## src/rtl/mprj_io_cfg_loader.sv

```systemverilog
// rtl/mprj_io_cfg_loader.sv - serialises per-pad config words into the pad control chain
// Optional readback CRC of the chain tail is built when MPRJ_CFG_READBACK_EN is defined.
module mprj_io_cfg_loader #(
  parameter int NUM_PADS = 38,
  parameter int CFG_BITS = 13,
  parameter int CLK_DIV  = 4,
  localparam int AW = (NUM_PADS > 1) ? $clog2(NUM_PADS) : 1
) (
  input  logic                clock,
  input  logic                reset,
  input  logic                start,
  output logic [AW-1:0]       cfg_addr,
  input  logic [CFG_BITS-1:0] cfg_data,
`ifdef MPRJ_CFG_READBACK_EN
  input  logic                serial_data_in,
  output logic [15:0]         readback_crc,
`endif
  output logic                serial_clock,
  output logic                serial_data_out,
  output logic                serial_load,
  output logic                busy,
  output logic                done
);

  localparam int BW = (CFG_BITS > 1) ? $clog2(CFG_BITS) : 1;
  localparam int DW = (CLK_DIV > 1) ? $clog2(CLK_DIV) : 1;

  localparam logic [AW-1:0] LAST_PAD = AW'(NUM_PADS - 1);
  localparam logic [BW-1:0] LAST_BIT = BW'(CFG_BITS - 1);
  localparam logic [DW-1:0] DIV_LAST = DW'(CLK_DIV - 1);

  typedef enum logic [2:0] {
    ST_IDLE,
    ST_FETCH,
    ST_SHIFT_LO,
    ST_SHIFT_HI,
    ST_LOAD,
    ST_DONE
  } state_t;

  state_t              state;
  logic [BW-1:0]       bit_cnt;
  logic [DW-1:0]       div_cnt;
  logic [CFG_BITS-1:0] shift_reg;
  logic [CFG_BITS-1:0] shift_next;
  logic                div_last;

  // cfg_addr doubles as the pad counter: it is the fetch address in FETCH and
  // naturally holds its value (ending at 0) everywhere else.
  assign div_last   = (div_cnt == DIV_LAST);
  assign shift_next = shift_reg << 1;

  // Transfer sequencer; all pad-facing outputs are registered alongside the state
  always_ff @(posedge clock) begin
    if (reset) begin
      state           <= ST_IDLE;
      cfg_addr        <= '0;
      bit_cnt         <= '0;
      div_cnt         <= '0;
      shift_reg       <= '0;
      serial_clock    <= 1'b0;
      serial_data_out <= 1'b0;
      serial_load     <= 1'b0;
      busy            <= 1'b0;
      done            <= 1'b0;
    end else begin
      done <= 1'b0;
      case (state)
        ST_IDLE: begin
          if (start) begin
            state    <= ST_FETCH;
            cfg_addr <= LAST_PAD;
            div_cnt  <= '0;
            busy     <= 1'b1;
          end
        end

        ST_FETCH: begin
          shift_reg       <= cfg_data;
          bit_cnt         <= LAST_BIT;
          div_cnt         <= '0;
          serial_data_out <= cfg_data[CFG_BITS-1];
          state           <= ST_SHIFT_LO;
        end

        ST_SHIFT_LO: begin
          if (div_last) begin
            div_cnt      <= '0;
            serial_clock <= 1'b1;
            state        <= ST_SHIFT_HI;
          end else begin
            div_cnt <= div_cnt + DW'(1);
          end
        end

        ST_SHIFT_HI: begin
          if (div_last) begin
            div_cnt      <= '0;
            serial_clock <= 1'b0;
            shift_reg    <= shift_next;
            if (bit_cnt != '0) begin
              bit_cnt         <= bit_cnt - BW'(1);
              serial_data_out <= shift_next[CFG_BITS-1];
              state           <= ST_SHIFT_LO;
            end else if (cfg_addr != '0) begin
              cfg_addr <= cfg_addr - AW'(1);
              state    <= ST_FETCH;
            end else begin
              serial_data_out <= 1'b0;
              serial_load     <= 1'b1;
              state           <= ST_LOAD;
            end
          end else begin
            div_cnt <= div_cnt + DW'(1);
          end
        end

        ST_LOAD: begin
          if (div_last) begin
            div_cnt     <= '0;
            serial_load <= 1'b0;
            done        <= 1'b1;
            state       <= ST_DONE;
          end else begin
            div_cnt <= div_cnt + DW'(1);
          end
        end

        ST_DONE: begin
          busy  <= 1'b0;
          state <= ST_IDLE;
        end

        default: begin
          state        <= ST_IDLE;
          busy         <= 1'b0;
          serial_clock <= 1'b0;
          serial_load  <= 1'b0;
        end
      endcase
    end
  end

`ifdef MPRJ_CFG_READBACK_EN
  // CRC-16-CCITT single-bit step, MSB-first, poly 0x1021
  function automatic logic [15:0] crc16_step(input logic [15:0] crc, input logic bit_in);
    logic fb;
    fb = crc[15] ^ bit_in;
    return {crc[14:0], 1'b0} ^ (fb ? 16'h1021 : 16'h0000);
  endfunction

  // Fold the chain tail into the CRC on the last low cycle, just before serial_clock rises
  always_ff @(posedge clock) begin
    if (reset) begin
      readback_crc <= 16'hFFFF;
    end else if (state == ST_IDLE && start) begin
      readback_crc <= 16'hFFFF;
    end else if (state == ST_SHIFT_LO && div_last) begin
      readback_crc <= crc16_step(readback_crc, serial_data_in);
    end
  end
`endif

endmodule

```

## config.mk

```make
export PLATFORM = sky130hd
export DESIGN_NAME = mprj_io_cfg_loader
export DESIGN_NICKNAME = d
export VERILOG_FILES = /design/src/rtl/mprj_io_cfg_loader.sv
export SDC_FILE = /design/constraint.sdc
export NUM_CORES = 1
export LEC_CHECK = 0
export ABC_AREA = 1
export CORE_UTILIZATION = 28
export DETAILED_ROUTE_END_ITERATION = 8
export HOLD_SLACK_MARGIN = 0.1
export SLEW_MARGIN = 10
export SYNTH_ARGS = -nofsm -noshare
export SYNTH_HDL_FRONTEND = slang
export SYNTH_SLANG_ARGS = --single-unit
```

## constraint.sdc

```tcl
create_clock -name clock -period 3.3 [get_ports clock]
set_clock_uncertainty 0.2 [all_clocks]
set_input_delay 0.66 -clock clock [delete_from_list [all_inputs] [get_ports clock]]
set_output_delay 0.66 -clock clock [all_outputs]
set_load 0.05 [all_outputs]
```

; ---- Word-level counts from Yosys, hierarchy flattened
; Cells that the tools add are included.
; Widths: inputs -> output; s select.
[totals]
reg_bits = 32
latchBits = 0
ramBits = 0
mem_bits_ro = 0
in_bits = 16
out_inout_bits = 11
n_memories = 0
[op_classes]
addsub = 3
mul = 0
n_div = 0
magnitude_cmp = 0
eq_ne = 15
n_shift = 0
n_mux = 34
bitwise_logic = 4
n_reduce_logical = 20
[op_table]
columns = op, n
row1 = $mux 6, 4
row2 = $pmux 12 s2, 1
row3 = $mux 3, 6
row4 = $ne 2x2->1 const B, 8
row5 = $pmux 3 s5, 1
row6 = $mux 12, 1
row7 = $pmux 6 s2, 1
row8 = $reduce_or 4->1, 3
row9 = $mux 1, 10
row10 = $reduce_and 5->1, 2
row11 = $reduce_and 3->1, 3
row12 = $mux 4, 2
row13 = $pmux 4 s2, 1
row14 = $eq 3x2->1 const B, 2
row15 = $eq 3x3->1 const B, 2
row16 = $pmux 1 s3, 2
row17 = $pmux 2 s3, 1
row18 = $reduce_and 2->1, 3
row19 = $reduce_bool 6->1, 1
row20 = $sub 6x1->6 const B, 1
row21 = $mux 2, 2
row22 = $not 1->1, 4
row23 = $pmux 1 s2, 2
row24 = $reduce_and 4->1, 1
row25 = other kinds (11), 12

; ---- Longest topological paths before layout
[depth]
depth_word = 5
depth_mapped = 10
mapped_depth_nobuf = 10

; ---- Least setup slack after synthesis
; No wires, ideal clock.
[synth_path]
kind = reg2reg
startpoint = reg cfg_addr[0]
endpoint = reg cfg_addr[5]
t_arrival_ns = 1.638
t_required_ns = 2.968
slack_ns = 1.330
stages_incl_launch_ff = 9
n_path_buf = 0
path_cell_list = dfxtp_1 -> inv_1 -> ha_1 -> nand3_1 -> nand2_1 -> nand2_2 -> nand2_4 -> nand2_1 -> a21oi_1
[synth_between]
elab_chain_cells = 5
elab_cells_between_ends = 8
cone_classes = add/sub: 1 / eq/ne: 1 / mux: 4 / reduce/logical: 2
[synth_rtl]
columns = item, line
row1 = "start, declared", 12  ; output logic [AW-1:0] cfg_addr,
row2 = "start signal, assigned", 106  ; cfg_addr <= cfg_addr - AW'(1);
row3 = $sub 6x1->6, 106
row4 = $mux 6, 105  ; end else if (cfg_addr != '0) begin
row5 = $mux 6, 101  ; if (bit_cnt != '0) begin
row6 = $mux 6, 97  ; if (div_last) begin
row7 = $pmux 6 s2, 68  ; case (state)
; Parallel ways exist; a longest one is shown, timed or not. The select of a mux whose other input is x is not followed.
; A chain may end at the register's enable or synchronous reset.

; ---- Worst setup path in the final report
[layout_path]
startpoint = reg cfg_addr[4]
endpoint = out cfg_addr[4]
; No word-level cell between the ends.

==> impl_summary.log <==
INFO  metric run_status = complete, no violations
INFO  metric num_antenna_cells = 0
INFO  metric cts_post_setup_buffers_inserted = 0
INFO  metric clkLatencyLatePin = 0.28 ns
INFO  metric leakage = 0.942 nW
INFO  metric portBuffers = 26
INFO  metric syn_avg_cell_area = 6.59 um^2
INFO  metric clock_sinks = 32
INFO  metric summed_area_of_non_filler_cells_in_the_final_layout = 2140 um^2
INFO  metric finalMaxSlewViolations = 0
INFO  metric die_area = 6680 um^2
INFO  metric postCtsHoldBufs = 0
INFO  metric setup.worst_path.end_class = output port
INFO  metric critPathTopFamily = buffers and inverters
INFO  metric cp_data_arrival_time = 1.55 ns
INFO  metric hold-path-cell-count = 2
INFO  metric synth.area.top_cells = dfxtp_1, nand2_1, nand3_1
INFO  metric end_of_the_worst_register_to_register_path = shift_reg[8]
INFO  metric clock_tree.root_cell = clkbuf_8
INFO  metric final_cell_mix = nand2_1, nor2_1, dfxtp_1
INFO  metric firstDrtPassIters = 4
INFO  metric num_vias = 1737
INFO  metric synthesis.area = 1780 um^2
INFO  metric layout.core_utilization = 35.5%
INFO  metric p_clk_share = 15.6%
INFO  metric rsz0062_at_grt = false
INFO  metric netSwitchingFraction = 46.6%
INFO  metric clock_pin_transition_on_the_worst_setup_and_hold_timing_paths = 0.06 ns
INFO  metric synthDominantAreaCellType = dfxtp_1
INFO  metric placed_area = 2060 um^2
INFO  metric min_to = bit_cnt[1]
INFO  metric synth_seq_cells = 32
INFO  metric share_of_the_synthesized_area_in_the_top_cell_type = 36.0%
INFO  metric detailed_place_hpwl = 2880 um
INFO  metric cts-buffers-inserted = 5
INFO  metric syn_inst = 270
INFO  metric grt-ovfl-total = 0
INFO  metric postRouteAntennaNets = 0
INFO  metric net_total_in_the_final_layout = 313
INFO  metric max_slew.worst_pin.slew = 0.576 ns
INFO  metric number_of_antenna_violations_at_the_first_check_in_global_routing = 0
INFO  metric cp_num_buf_inv = 1
INFO  metric r2r_slack = 1.09 ns
INFO  metric irDropWorstVdd = 385 uV
INFO  metric timing_worst_setup_path_type = flop to output port
INFO  metric worst_hold_path_type = flop to flop
INFO  metric flow.area_growth_from_synthesis = 20.2%
INFO  metric crit_chain = clkdlybuf4s50_1
INFO  metric pin_count = 27
INFO  metric number_of_fill_cells_in_the_layout = 669
INFO  metric power_total = 1.78 mW
INFO  metric grt_start_max_net_pins = 25
INFO  metric total_switching_power = 0.828 mW
INFO  metric grt_util_all_layers = 13.3%
INFO  metric pwr_density_cell = 830 nW/um^2
INFO  metric floorplan.core_area = 6030 um^2
INFO  metric critical_path.startpoint_type = flop
INFO  metric finalSetupViolations = 0
INFO  metric core.rowCount = 28
INFO  metric internal_power = 0.948 mW
INFO  metric route.final.wire_length = 4070 um
INFO  metric r2r_cells = 7
INFO  metric cap_violations = 0
INFO  metric cts_tree = done
INFO  metric final_critical_path_setup_slack = 0.894 ns
INFO  metric via_to_cell_ratio = 4.71
INFO  metric cp_max_fo = 6
INFO  metric timing.max_slew.rel_slack = 61.2%
INFO  metric yosys_warnings = 0
INFO  metric drt_first_iter_violations = 93
INFO  metric setup_tns = 0 ns
INFO  metric final_worst_path_cycle_share = 72.9%
INFO  metric die_w = 81.7 um
INFO  metric clock.fmax = 0.416 GHz
INFO  metric dpl_worst_slack = 1.13 ns
INFO  metric crit_slowest_cell = clkdlybuf4s50_1
INFO  metric routed_wire_length_per_instance = 11.0 um
INFO  metric grt_first_pass_wirelength = 6840 um
INFO  metric first_global_vias = 1451
INFO  metric finalHoldViolCount = 0
INFO  metric initial_utilization = 29.5%
INFO  metric comb_power_share = 50.3%
INFO  metric largest_reg_flops = 12
INFO  metric gp_congestion = 0.821
INFO  metric worst_ep_required_time = 2.44 ns
INFO  metric holdCritStartpoint = bit_cnt[1]
INFO  metric clock_path_buffers = 2
INFO  metric yosys.cell_types.count = 26
INFO  metric share_seq_of_total_power = 34.1%
INFO  metric mappedNetlistNets = 289
INFO  metric htree_levels = 2
INFO  metric critical_path.reg2reg.startpoint = state[0]
INFO  metric drive_above_1_share = 7.82%
INFO  metric synth_sequential_area_ratio = 36.0%
INFO  metric fin_crit = 2.41 ns
INFO  metric crit_path_max_incr_delay = 0.84 ns
INFO  metric post_cts.resized_instances = 0
INFO  metric drc_errors = 0
INFO  metric floorplan.die.height = 81.7 um
INFO  metric final_common_cell = nand2_1
worst max path at each step:
stage | slack [ns] | end | startpoint | cells past startpoint
after global routing | 0.83 | cfg_addr[4] | cfg_addr[4] | 1
after detailed placement | 1.13 | shift_reg[7] | state[0] | 7
after floorplan | 1.33 | cfg_addr[5] | cfg_addr[0] | 8
after CTS | 0.89 | cfg_addr[3] | cfg_addr[3] | 1
final | 0.89 | cfg_addr[4] | cfg_addr[4] | 1
after global placement | 1.12 | shift_reg[7] | state[0] | 7
per-layer routing:
layer | global-route usage (%) | part of all wire [%] | vias to the layer above | routed length [um]
met3 | 2.78 | 5.1 | 4 | 209
met4 | 4.21 | 0.91 | 0 | 37
li1 | - | - | 906 | -
met5 | 0 | 0 | - | 0
met1 | 17.8 | 51 | 777 | 2060
met2 | 21.2 | 43 | 50 | 1760
area by class of cell:
cell class                      instances  area (um^2)  share of cell area [%]
Clock buffer                            6         72.6                    3.39
Inverter                               23         88.8                    4.15
Tap cell                               75         93.8                    4.38
Clock inverter                          1         5.00                   0.234
Sequential cell                        32          641                    29.9
Timing Repair Buffer                   27          268                    12.5
Multi-Input combinational cell        205          972                    45.4
cells in the mapped netlist, drive strengths merged:
master	number
dfxtp	32
nor3	1
clkbuf	2
nand4	2
o21ai	19
o211ai	1
ha	3
a21oi	16
o31ai	1
or2	3
buf	8
nor2	42
nand2	86
nand3	31
inv	23
logic make-up (layout without fill, tap and decap cells):
family	Yosys count	count (layout)	synth area share, %
AOI/OAI and AO/OA	37	37	11.3
DFF	32	32	36.0
and+or+nand+nor	165	165	41.2
adders and majority gates	3	3	2.11
buffers and inverters	33	57	9.42
power groups by stage:
stage                     sequential (mW)  combinational [mW]  clock, mW
after floorplan                     0.686               0.634          0
after detailed placement            0.611               0.887          0
after global routing                0.621                1.00      0.303
after CTS                           0.605               0.892      0.286
final                               0.605               0.894      0.277
after global placement              0.611               0.883          0
through the flow:
stage                     hold slack, ns  cells
final                              0.273    369
after global routing               0.294    369
after CTS                          0.271    369
after detailed placement           0.260    362
after global placement             0.252    362
after floorplan                    0.239    270
No activity file was read; power rests on OpenSTA's default activity.
